File: config.mk
export PLATFORM = sky130hd
export DESIGN_NAME = toy_proc_run_ctrl
export DESIGN_NICKNAME = d
export VERILOG_FILES = /design/src/rtl/toy_proc_pkg.sv /design/src/rtl/rst_sync.sv /design/src/rtl/toy_proc_run_ctrl.sv
export SDC_FILE = /design/constraint.sdc
export NUM_CORES = 1
export LEC_CHECK = 0
export ABC_AREA = 1
export CORE_MARGIN = 4
export CORE_UTILIZATION = 45
export CTS_CLUSTER_DIAMETER = 120
export DETAILED_ROUTE_END_ITERATION = 8
export HOLD_SLACK_MARGIN = 0.15
export PLACE_DENSITY = 0.72
export SETUP_SLACK_MARGIN = 0.02
export SLEW_MARGIN = 10
export SYNTH_ARGS = -nofsm -noshare
export SYNTH_HDL_FRONTEND = slang
export SYNTH_SLANG_ARGS = --single-unit
File: constraint.sdc
create_clock -name clk -period 2.4 [get_ports clk]
set_input_delay 0.24 -clock clk [delete_from_list [all_inputs] [get_ports clk]]
set_output_delay 0.24 -clock clk [all_outputs]
set_load 0.005 [all_outputs]
File: src/rtl/toy_proc_pkg.sv
// Shared types for the toy processor run-control slice: FSM state and mode encodings.
package toy_proc_pkg;

    typedef enum logic [2:0] {
        ST_HOLD = 3'd0,
        ST_REL  = 3'd1,
        ST_RUN  = 3'd2,
        ST_STEP = 3'd3,
        ST_HALT = 3'd4,
        ST_DONE = 3'd5
    } state_t;

    localparam logic [1:0] MODE_RUN  = 2'b00;
    localparam logic [1:0] MODE_STEP = 2'b01;
    localparam logic [1:0] MODE_HALT = 2'b10;

    // Reserved mode 2'b11 lands in HALT.
    function automatic state_t mode_to_state(input logic [1:0] mode);
        state_t st;
        case (mode)
            MODE_RUN:  st = ST_RUN;
            MODE_STEP: st = ST_STEP;
            default:   st = ST_HALT;
        endcase
        return st;
    endfunction

endpackage

File: src/rtl/rst_sync.sv
// Two-flop reset synchronizer: asserts asynchronously, releases on the second rising clk edge.
module rst_sync (
    input  logic clk,
    input  logic rst_n_async,
    output logic rst_n_sync
);

    logic meta;

    always_ff @(posedge clk or negedge rst_n_async) begin
        if (!rst_n_async) begin
            meta       <= 1'b0;
            rst_n_sync <= 1'b0;
        end else begin
            meta       <= 1'b1;
            rst_n_sync <= meta;
        end
    end

endmodule

File: src/rtl/toy_proc_run_ctrl.sv
// Reset-release sequencer and run/step/halt clock-enable controller for the toy core,
// with an enabled-cycle budget that parks the core in DONE.
module toy_proc_run_ctrl
    import toy_proc_pkg::*;
#(
    parameter int unsigned RST_HOLD_CYCLES = 16,
    parameter int unsigned NUM_CHANNELS    = 2,
    parameter int unsigned STAGGER         = 4,
    parameter int unsigned CNT_W           = 32
) (
    input  logic                    clk,
    input  logic                    rst,
    input  logic [1:0]              mode_i,
    input  logic                    step_req,
    input  logic                    soft_rst_req,
    input  logic [CNT_W-1:0]        cycle_limit,
    output logic [NUM_CHANNELS-1:0] core_rst_n,
    output logic                    core_en,
    output logic [CNT_W-1:0]        cycle_cnt,
    output logic                    done,
    output logic [2:0]              state_o
);

    localparam int unsigned MAX_PER = (RST_HOLD_CYCLES > STAGGER) ? RST_HOLD_CYCLES : STAGGER;
    localparam int unsigned TMR_W   = (MAX_PER > 1) ? $clog2(MAX_PER) : 1;
    localparam int unsigned CH_W    = (NUM_CHANNELS > 1) ? $clog2(NUM_CHANNELS) : 1;
    localparam logic [TMR_W-1:0] HOLD_LD = TMR_W'(RST_HOLD_CYCLES - 1);
    localparam logic [TMR_W-1:0] STAG_LD = TMR_W'(STAGGER - 1);
    localparam logic [CH_W-1:0]  LAST_CH = CH_W'(NUM_CHANNELS - 1);

    logic                    rst_n_int;
    state_t                  state, state_d;
    logic [TMR_W-1:0]        tmr, tmr_d;
    logic [CH_W-1:0]         ch_idx, ch_idx_d;
    logic [CNT_W-1:0]        cnt_inc, cycle_cnt_d;
    logic                    step_pend, step_pend_d;
    logic                    core_en_d, done_d, limit_hit;
    logic [NUM_CHANNELS-1:0] core_rst_n_d;

    rst_sync u_rst_sync (
        .clk         (clk),
        .rst_n_async (rst),
        .rst_n_sync  (rst_n_int)
    );

    assign cnt_inc   = (cycle_cnt == '1) ? cycle_cnt : cycle_cnt + CNT_W'(1);
    // >= so that a limit lowered below the count still stops on the next enabled cycle.
    assign limit_hit = core_en && (cycle_limit != '0) && (cnt_inc >= cycle_limit);
    assign state_o   = 3'(state);

    always_ff @(posedge clk or negedge rst_n_int) begin
        if (!rst_n_int) state <= ST_HOLD;
        else            state <= state_d;
    end

    always_comb begin
        state_d = state;
        if (soft_rst_req) begin
            state_d = ST_HOLD;
        end else begin
            case (state)
                ST_HOLD: if (tmr == '0) state_d = ST_REL;
                ST_REL:  if (ch_idx == LAST_CH) state_d = mode_to_state(mode_i);
                ST_RUN, ST_STEP, ST_HALT:
                    state_d = limit_hit ? ST_DONE : mode_to_state(mode_i);
                ST_DONE: state_d = ST_DONE;
                default: state_d = ST_HOLD;
            endcase
        end
    end

    // Next values of the shared timer, channel index, counter and the registered outputs.
    always_comb begin
        tmr_d        = tmr;
        ch_idx_d     = ch_idx;
        cycle_cnt_d  = cycle_cnt;
        step_pend_d  = 1'b0;
        core_en_d    = 1'b0;
        done_d       = 1'b0;
        core_rst_n_d = '0;
        if (soft_rst_req) begin
            tmr_d       = HOLD_LD;
            ch_idx_d    = '0;
            cycle_cnt_d = '0;
        end else begin
            if (core_en) cycle_cnt_d = cnt_inc;
            case (state)
                ST_HOLD: tmr_d = (tmr == '0) ? STAG_LD : tmr - TMR_W'(1);
                ST_REL: begin
                    if (ch_idx != LAST_CH) begin
                        if (tmr == '0) begin
                            ch_idx_d = ch_idx + CH_W'(1);
                            tmr_d    = STAG_LD;
                        end else begin
                            tmr_d = tmr - TMR_W'(1);
                        end
                    end
                end
                default: ;
            endcase
            // A request is only taken when no step cycle is pending or running.
            step_pend_d = (state == ST_STEP) && (state_d == ST_STEP) && step_req
                          && !step_pend && !core_en;
        end
        core_en_d = (state_d == ST_RUN) || ((state_d == ST_STEP) && step_pend);
        done_d    = (state_d == ST_DONE);
        for (int k = 0; k < int'(NUM_CHANNELS); k++) begin
            core_rst_n_d[k] = (state_d != ST_HOLD) && (CH_W'(k) <= ch_idx_d);
        end
    end

    always_ff @(posedge clk or negedge rst_n_int) begin
        if (!rst_n_int) begin
            tmr        <= HOLD_LD;
            ch_idx     <= '0;
            cycle_cnt  <= '0;
            step_pend  <= 1'b0;
            core_en    <= 1'b0;
            done       <= 1'b0;
            core_rst_n <= '0;
        end else begin
            tmr        <= tmr_d;
            ch_idx     <= ch_idx_d;
            cycle_cnt  <= cycle_cnt_d;
            step_pend  <= step_pend_d;
            core_en    <= core_en_d;
            done       <= done_d;
            core_rst_n <= core_rst_n_d;
        end
    end

endmodule

==> results of run 1 <==
registers in the layout, summed over array words and instances, names as in the netlist:
signal / count
core_en: 1
step_pend: 1
tmr: 4
core_rst_n: 2
cycle_cnt: 32
ch_idx: 1
u_rst_sync.meta: 1
done: 1
state_o: 3
u_rst_sync.rst_n_sync: 1
per-layer routing:
metal,part of all wire,GRT usage
met2,0.51,0.433
met1,0.43,0.324
met4,0.014,0.0622
met5,0,0
met3,0.047,0.0403
layout make-up:
class / count / area [µm²] / area share
clock buffer: 6 / 72.6 / 0.0118
timing repair buffer: 205 / 1750 / 0.285
tap: 105 / 131 / 0.0214
clock inverter: 2 / 60.1 / 0.00976
inverter: 106 / 400 / 0.0651
multi-input combinational: 385 / 2550 / 0.415
sequential: 47 / 1180 / 0.192
critical path: cells and delay by family, from the launching register on:
| family | cells | cell delay [ps] |
|---|---|---|
| xor+xnor | 1 | 190 |
| fa+ha+maj | 2 | 510 |
| buf+inv | 3 | 270 |
| flops | 1 | 450 |
| simple gates | 20 | 1680 |
cell usage in the layout (no fill, tap or decap), types with 5 or more instances in the layout:
master	count
nand2_1	123
buf_4	122
inv_1	91
clkdlybuf4s50_1	76
dfrtp_1	42
nor2_1	33
ha_1	27
o21ai_0	25
nand2_2	22
xor2_1	22
inv_2	14
nor3_2	12
nand4_1	10
nor3_1	9
nand3_1	9
a21oi_1	9
a21oi_2	9
nor2_2	8
nor4_1	8
o21ai_1	8
nor2_4	6
ha_4	6
buf_6	6
clkbuf_8	5
cells by family after synthesis:
family / count (synthesis) / share of synthesized area
AND/OR/NAND/NOR: 257 / 0.308
AO/OA/AOI/OAI: 70 / 0.105
buffers and inverters: 112 / 0.114
other: 1 / 0.000978
XOR/XNOR: 23 / 0.0526
flip-flops: 47 / 0.308
adder cells (fa/ha/maj): 34 / 0.111
power by group:
part	switching (mW)	internal, mW
Combinational	0.0762	0.0897
Clock	0.292	0.417
Sequential	0.0173	0.800
Total	0.386	1.31
repair_timing:
item,4_1_cts,5_1_grt
setup endpoints to repair,8,8
pin swaps,14,23
hold buffers,1,0
setup buffers,13,3
cloned,0,1
hold endpoints to repair,2,0
resized for setup,34,43
final timing paths:
kind                                            startpoint                         endpoint  slack (ps)  cells past startpoint
setup reg to reg                  cycle_cnt[0]$_DFFE_PN0P_              step_pend$_DFF_PN0_        -810                     26
hold / removal                   u_rst_sync.meta$_DFF_PN0_  u_rst_sync.rst_n_sync$_DFF_PN0_         360                      0
max in group asynchronous  u_rst_sync.rst_n_sync$_DFF_PN0_               tmr[3]$_DFFE_PN1P_        1250                      1
min in group asynchronous  u_rst_sync.rst_n_sync$_DFF_PN0_         cycle_cnt[0]$_DFFE_PN0P_         440                      0
setup / recovery                  cycle_cnt[0]$_DFFE_PN0P_              step_pend$_DFF_PN0_        -810                     26
hold reg to reg                  u_rst_sync.meta$_DFF_PN0_  u_rst_sync.rst_n_sync$_DFF_PN0_         360                      0
per-stage QoR:
| stage | hold slack, ps | setup TNS, ps | instances |
|---|---|---|---|
| finish | 365 | -6170 | 856 |
| global route | 370 | -7940 | 856 |
| CTS | 367 | -5810 | 852 |
| detailed placement | 336 | -6370 | 830 |
| global placement | 341 | -5670 | 830 |
| floorplan | -55.6 | -2070 | 544 |
==> run metrics, run 1 <==
outcome complete, but fails checks; violated checks setup timing; CTS Sinks 47; Synth area leaders dfrtp_1, nand2_1, ha_1, inv_1, xor2_1; CP max-delay cell dfrtp_1; Setup violations, final 8; vias 4329; proportion of layout cells with a drive suffix above 1 0.318; critical path class register to register; n_diodes 0; power density cells between 200 and 300 mW/mm²; type of origin of the critical path register; Pre-antenna DRT Iters 6; most frequent cell after synthesis nand2_1; Post-synth ARST share 1.00; deepest clock path buffer count 2; Tot Pwr 1.69 mW; worst skew pair latency 310 ps; Fillers 638; H-tree depth 2; post-synth top area cell dfrtp_1; post-detail-place hpwl 9730 µm; chip width ~100 µm; fin nets 822; Worst Path Max Fanout 4; Distinct cells, synth 39; Mapped Nets 616; Hold Path Class register to register; clock root cell clkbuf_8; Synth Instances 544; Final Cell Area 0.00615 mm²; Syn-to-layout area delta 60.6%; fin crit period 3210 ps; Leak Pwr 3.10 nW; # IOs between 70 and 80; RSZ-0062 raised after global routing true; Detailed Route WL 12500 µm; Fin. Hold Viols 0; most common library cells after synthesis nand2_1, inv_1, dfrtp_1; synth warn 0; number of port buffers 76; vias per std cell 5.06; dpl ws -876 ps; DRC errors left 0; chip height about 100 µm; final period utilization 1.34; CP endpoint kind register; Max-Cap Viols 0; ANT nets after route 0; worst clock skew 6.80 ps; Core ar. 0.00826 mm²; Max-slew headroom 0.333; Main synth FF type dfrtp_1; fin. max-slew vios 0; DRC violation total after the first TritonRoute iteration 213; post-detailed-placement cell area roughly 0.0055 mm²; top cell type's share of synthesized area 0.281; pin count of the biggest net entering global routing 45; Initial Util 0.464; peak supply drop roughly 0.00026 V; f_max 311 MHz; cell area after synthesis 0.00383 mm²; die footprint 0.0101 mm²; Slew @ Worst Pin 1000 ps; vias in the first global route 4324; Clock transition at path regs 90 ps; required time worst endpoint 2610 ps; Data arrival, critical path 3420 ps; CP peak stage delay 450 ps; syn avg cell area 7.04 µm²; Overflow after GRT 0; setup ws final -812 ps; FF+latch count, synth 47; utilization after layout 0.745; first-pass GRT wire length 20200 µm; WL per Instance 14.6 µm; CTS tree built; initial antenna violation count 0; total track usage 0.250; gpl congestion 0.982; Post-synth EDFFs 0; CP most frequent cell nand2_2; sequential share of the synthesized area 0.308; Site Rows 33; Num CTS Buffers 5
Power figures use the tool's default switching activity.
==> run 2: changes to the inputs <==
CORE_MARGIN = default   (was 4)
CTS_BUF_LIST = sky130_fd_sc_hd__clkbuf_8   (was default)
==> run metrics, run 2 (synthesis results as in run 1) <==
outcome complete, but fails checks; violated checks setup timing; CP Buf/Inv Count 2 (-1); Fillers 645 (+1.1%); DRC violation total after the first TritonRoute iteration 136 (-36%); initial antenna violation count 0 (unchanged); Slew @ Worst Pin 1110 ps (+108 ps); Hold Path Class register to register; total track usage 0.291 (+0.0411); n_diodes 0 (unchanged); ANT nets after route 0 (unchanged); DRC errors left 0 (unchanged); Tot Pwr 1.51 mW (-11%); Non-Filler Instances 868 (+1.4%); deepest clock path buffer count 2 (unchanged); clock root cell clkbuf_8; fin nets 834 (+1.5%); Max-Cap Viols 0 (unchanged); RSZ-0062 raised after global routing true; chip height 94.3 µm (-6.0%); WL per Instance 14.0 µm (-3.8%); Leak Pwr 3.12 nW (+0.88%); die footprint 0.00889 mm² (-12%); switching portion of total power 0.273 (+0.0455); fin. max-slew vios 0 (unchanged); vias per std cell 5.09 (+0.64%); # IOs 77 (unchanged); most common cell after layout, fill and taps aside buf_4; Final Cell Area 0.00605 mm² (-1.7%); CP peak stage delay 380 ps (-70 ps); Switching Power 0.414 mW (+7.3%); pin count of the biggest net entering global routing 46 (+2.2%); Top Family by Delay on Critical Path simple AND/OR/NAND/NOR gates; combinational power share 0.105 (+0.007); required time worst endpoint 2620 ps (about the same); Top reg by flops cycle_cnt; f_max 308 MHz (-1.1%); peak supply drop 0.000226 V (-13%); CTS Sinks 47 (unchanged); vias 4418 (+2.1%); power density cells 250 mW/mm² (-9.0%); Clk network pwr share 0.355 (-0.064); Site Rows 33 (unchanged); Initial Util 0.466 (+0.00233); critical path class register to register; worst skew pair latency 320 ps (about the same); Core ar. 0.00822 mm² (-0.50%); Worst Path Max Fanout 4 (unchanged); Num CTS Buffers 5 (unchanged); number of port buffers 76 (unchanged); post-detailed-placement cell area 0.00564 mm² (+1.6%); setup ws final -848 ps (-36.3 ps); Syn-to-layout area delta 57.8%; reg2reg start cycle_cnt[15]$_DFFE_PN0P_; post-detail-place hpwl 9620 µm (-1.2%); type of origin of the critical path register; CP Launch Point cycle_cnt[15]$_DFFE_PN0P_; commonest cells after routing, fill and taps aside buf_4, nand2_1, inv_1, clkdlybuf4s50_1, dfrtp_1; dpl cells 842 (+1.4%); H-tree depth 2 (unchanged); Seq pwr share 0.541 (+0.058); Pre-antenna DRT Iters 4 (-2); Data arrival, critical path 3470 ps (+50 ps); CP endpoint kind register; CP max-delay cell dfrtp_1; vias in the first global route 4379 (+1.3%); worst hold margin 372 ps (+7.65 ps); Overflow after GRT 0 (unchanged); setup TNS -6250 ps (-72.4 ps); Max-slew headroom 0.258 (-0.0750); Fin. Hold Viols 0 (unchanged); final period utilization 1.35 (+0.0151); proportion of layout cells with a drive suffix above 1 0.296 (-0.0220); Detailed Route WL 12200 µm (-2.4%); worst clock skew 14.2 ps (+7.41 ps); CP most frequent cell nand2_1; HP Start u_rst_sync.meta$_DFF_PN0_; utilization after layout 0.736 (-0.00920); dpl ws -889 ps (-12.2 ps); Clock transition at path regs 110 ps (+20 ps); first-pass GRT wire length 20000 µm (-1.1%); CTS tree built; Setup violations, final 8 (unchanged); fin crit period 3250 ps (+36.3 ps); gpl congestion 0.893 (-9.0%); Largest register FFs 32 (unchanged); chip width 94.3 µm (-6.0%); Cell Int Power 1.10 mW (-16%)
## run 2: worst paths after layout
kind / endpoint / slack [ps] / cells after the start
max in group asynchronous: cycle_cnt[23]$_DFFE_PN0P_ / 1270 / 0
min reg2reg: u_rst_sync.rst_n_sync$_DFF_PN0_ / 370 / 0
max reg2reg: step_pend$_DFF_PN0_ / -850 / 27
min: u_rst_sync.rst_n_sync$_DFF_PN0_ / 370 / 0
min in group asynchronous: cycle_cnt[4]$_DFFE_PN0P_ / 460 / 0
max: step_pend$_DFF_PN0_ / -850 / 27
## run 2: final cells by class
cell class                 instances  area, µm²  area share
sequential                        47       1180       0.196
clock inverter                     3       25.0     0.00414
timing repair buffer             217       1850       0.306
clock buffer                       5       68.8      0.0114
tap                              105        131      0.0217
multi-input combinational        385       2390       0.395
inverter                         106        400      0.0662
## run 2: layer usage
metal,vias up,global-route usage,wire length [µm]
li1,2187,-,-
met1,2073,0.358,5220
met2,140,0.526,6110
met3,18,0.0364,684
met4,0,0.0795,142
met5,-,0,0
## run 2: power by group through the flow
stage	clock, mW	combinational (mW)	sequential [mW]
2_1_floorplan	0	0.0602	0.828
3_3_place_gp	0	0.148	0.834
3_5_place_dp	0	0.155	0.835
4_1_cts	0.533	0.158	0.820
5_1_grt	0.563	0.178	0.823
6_report	0.537	0.159	0.818
## run 2: timing repair
item | in CTS | in global routing
pin swaps | 8 | 13
buffers inserted | 11 | 6
hold buffers | 1 | 0
endpoints found under the hold margin | 2 | 0
endpoints found under the setup margin | 8 | 8
gates resized for setup | 35 | 13
## run 2: worst reg2reg max path, stage by stage (launching register included)
cell and delay (ps):
dfrtp_1 380, nand2_2 90, nor3_4 210, nand2_1 90
nor3_2 220, nand2_2 100, nor2_4 150, nand2_4 90
nand3_4 100, nor2_4 40, xor2_2 150, ha_1 320
nand2_2 90, inv_2 30, nand2_1 50, nand2_1 40
nand2_1 60, nand2_2 60, nor2_2 120, nand2_2 70
nand2_1 70, nand2_1 60, nand2_2 80, nand2_1 60
nand2_1 70, nand2_2 80, buf_6 130, nor3b_2 140
==> run 3: changes to the inputs <==
SYNTH_HIERARCHICAL = 1   (was default)
clock period = 3.59 ns   (was 2.4 ns; I/O delays follow)
==> run metrics, run 3 <==
syn avg cell area 7.15 µm² (+1.5%); Seq pwr share 0.558 (+0.017); fin. max-slew vios 0 (unchanged); Fin. Hold Viols 0 (unchanged); required time worst endpoint 3800 ps (+1180 ps); vias per std cell 5.16 (+1.5%); initial antenna violation count 0 (unchanged); Core ar. 0.00830 mm² (+1.0%); Max-slew headroom 0.340 (+0.0818); type of origin of the critical path register; Max-Cap Viols 0 (unchanged); Pre-antenna DRT Iters 4 (unchanged); Cell Int Power 0.725 mW (-34%); Syn-to-layout area delta 32.3%; Clock transition at path regs 100 ps (about the same); pin count of the biggest net entering global routing 46 (unchanged); vias 3868 (-12%); Top reg by flops cycle_cnt; CP endpoint kind register; Largest register FFs 32 (unchanged); Main synth FF type dfrtp_1; Initial Util 0.470 (+0.00335); worst skew pair latency 310 ps (about the same); vias in the first global route 3743 (-15%); total track usage 0.258 (-0.0329); DRC errors left 0 (unchanged); n_diodes 0 (unchanged); # IOs 77 (unchanged); routed length on met2 5520 µm (-9.7%); Data arrival, critical path 3560 ps (+90 ps); Tot Pwr 0.980 mW (-35%); gpl congestion 0.896 (+0.32%); Setup violations, final 0 (-8); commonest cells after routing, fill and taps aside nand2_1, inv_1, clkdlybuf4s50_1, nor2_1, dfrtp_1; Final Cell Area 0.00516 mm² (-15%); CP Launch Point cycle_cnt[0]$_DFFE_PN0P_; peak supply drop 0.000135 V (-40%); Clk network pwr share 0.343 (-0.012); chip width 95.1 µm (+0.84%); Post-synth EDFFs 0 (unchanged); clock root cell clkbuf_8; fin nets 715 (-14%); setup TNS 0 ps (+6250 ps); post-detailed-placement cell area 0.00480 mm² (-15%); post-synth top area cell dfrtp_1; most common cell after layout, fill and taps aside nand2_1; Non-Filler Instances 749 (-14%); Detailed Route WL 11100 µm (-8.5%); ANT nets after route 0 (unchanged); Synth area leaders dfrtp_1, nand2_1, ha_1, inv_1, xor2_1; met3 wire length 446 µm (-35%); critical path class register to register; die footprint 0.00904 mm² (+1.7%); proportion of layout cells with a drive suffix above 1 0.175 (-0.121); worst clock skew 12.6 ps (-1.59 ps); cell area after synthesis 0.00390 mm² (+1.7%); number of port buffers 76 (unchanged); deepest clock path buffer count 2 (unchanged); f_max 298 MHz (-3.2%); Overflow after GRT 0 (unchanged); Fillers 751 (+16%); CTS tree built; top layer in use met4; chip height 95.1 µm (+0.84%); DRC violation total after the first TritonRoute iteration 252 (+85%); sequential share of the synthesized area 0.303 (-0.00524); outcome completed; WL per Instance 14.9 µm (+6.0%); post-detail-place hpwl 8740 µm (-9.1%); H-tree depth 2 (unchanged); Site Rows 33 (unchanged); combinational power share 0.099 (-0.006); switching portion of total power 0.261 (-0.0129); synth warn 6 (+6); reg2reg start cycle_cnt[0]$_DFFE_PN0P_; power density cells 190 mW/mm² (-24%); Distinct cells, synth 41 (+5.1%); Metal-1 WL 5060 µm (-3.1%); final period utilization 0.935 (-0.419); Leak Pwr 2.56 nW (-18%); Worst Path Max Fanout 4 (unchanged); Hold Path Class input pin to asynchronous set/reset pin; Slew @ Worst Pin 990 ps (-119 ps); Synth Instances 545 (+0.18%); dpl cells 725 (-14%); Post-synth ARST share 1.00 (unchanged); CTS Sinks 47 (unchanged); top cell type's share of synthesized area 0.276 (-0.00478); FF+latch count, synth 47 (unchanged); fin crit period 3360 ps (+108 ps); Num CTS Buffers 5 (unchanged); Mapped Nets 617 (+0.16%); utilization after layout 0.622 (-0.114); first-pass GRT wire length 18000 µm (-9.9%); Switching Power 0.255 mW (-38%); most frequent cell after synthesis nand2_1; most common library cells after synthesis nand2_1, inv_1, dfrtp_1
run 3: cell types whose count changed in the layout (fill, tap and decap cells not counted), moves of 8 or more:
cell,previous run,this run
o21ai_1,9,17
inv_2,16,6
inv_1,89,99
buf_4,133,23
nand2_1,131,113
o21ai_0,25,12
nand2_2,13,30
run 3: timing repair:
item / in CTS / in global routing
hold buffers: 0 / 0
gates resized for setup: 0 / 40
buffers inserted: 0 / 16
setup endpoints to repair: 0 / 8
run 3: cells by family (layout without fill, tap and decap cells):
kind of cell / after synthesis / in the layout / share of synthesized area
simple gates: 256 / 256 / 0.313
other cells: 1 / 1 / 0.000962
fa+ha+maj: 34 / 34 / 0.109
flops: 47 / 47 / 0.303
compound gates: 69 / 69 / 0.104
buf+inv: 114 / 213 / 0.115
xor+xnor: 24 / 24 / 0.0558
run 3: layout make-up:
| class | count | area (µm²) | area share |
|---|---|---|---|
| Clock buffer | 5 | 68.8 | 0.0133 |
| Tap cell | 105 | 131 | 0.0255 |
| Clock inverter | 3 | 21.3 | 0.00412 |
| Inverter | 106 | 403 | 0.0781 |
| Sequential cell | 47 | 1190 | 0.230 |
| Timing Repair Buffer | 99 | 933 | 0.181 |
| Multi-Input combinational cell | 384 | 2410 | 0.468 |
run 3: stage by stage:
stage          worst slack (ps)  hold slack [ps]
6_report                    234              192
5_1_grt                   -47.8              194
4_1_cts                    89.3              196
3_5_place_dp                110              337
3_3_place_gp                168              341
2_1_floorplan               641             63.4
run 3: worst paths after layout:
check                      slack (ps)                              end  cells after the start
max                               230                   done$_DFF_PN0_                     23
min                               190  u_rst_sync/rst_n_sync$_DFF_PN0_                      1
max reg2reg                       230                   done$_DFF_PN0_                     23
min reg2reg                       370  u_rst_sync/rst_n_sync$_DFF_PN0_                      0
max in group asynchronous        2450         cycle_cnt[1]$_DFFE_PN0P_                      0
min in group clk                  370  u_rst_sync/rst_n_sync$_DFF_PN0_                      0
run 3: power groups by stage:
stage	clock network, mW	registers [mW]	logic [mW]
4_1_cts	0.340	0.548	0.0968
5_1_grt	0.358	0.550	0.109
6_report	0.336	0.547	0.0974
2_1_floorplan	0	0.554	0.0410
3_3_place_gp	0	0.558	0.0927
3_5_place_dp	0	0.558	0.0960
run 3: worst max-delay path: stages (launching register included):
cell     delay, ps
dfrtp_1        440
buf_4          140
nand3_1        180
inv_1          190
nand2_1        150
nor2_1         180
buf_4          150
xor2_1         160
nand2_2         90
ha_1           300
a21o_1         160
nor2_1         120
nand2_1         80
nor2_1         100
nand2_1        110
nand2_1        100
nand2_2         60
nand2_2         90
nand2_1         50
nand2_1         70
nand2_2         70
buf_4          140
inv_1           60
nor3_1          50
run 3: routing by layer:
metal,up-vias,track usage
met2,98,0.452
met1,1817,0.337
met4,0,0.0354
met3,10,0.0447
li1,1943,-
met5,-,0
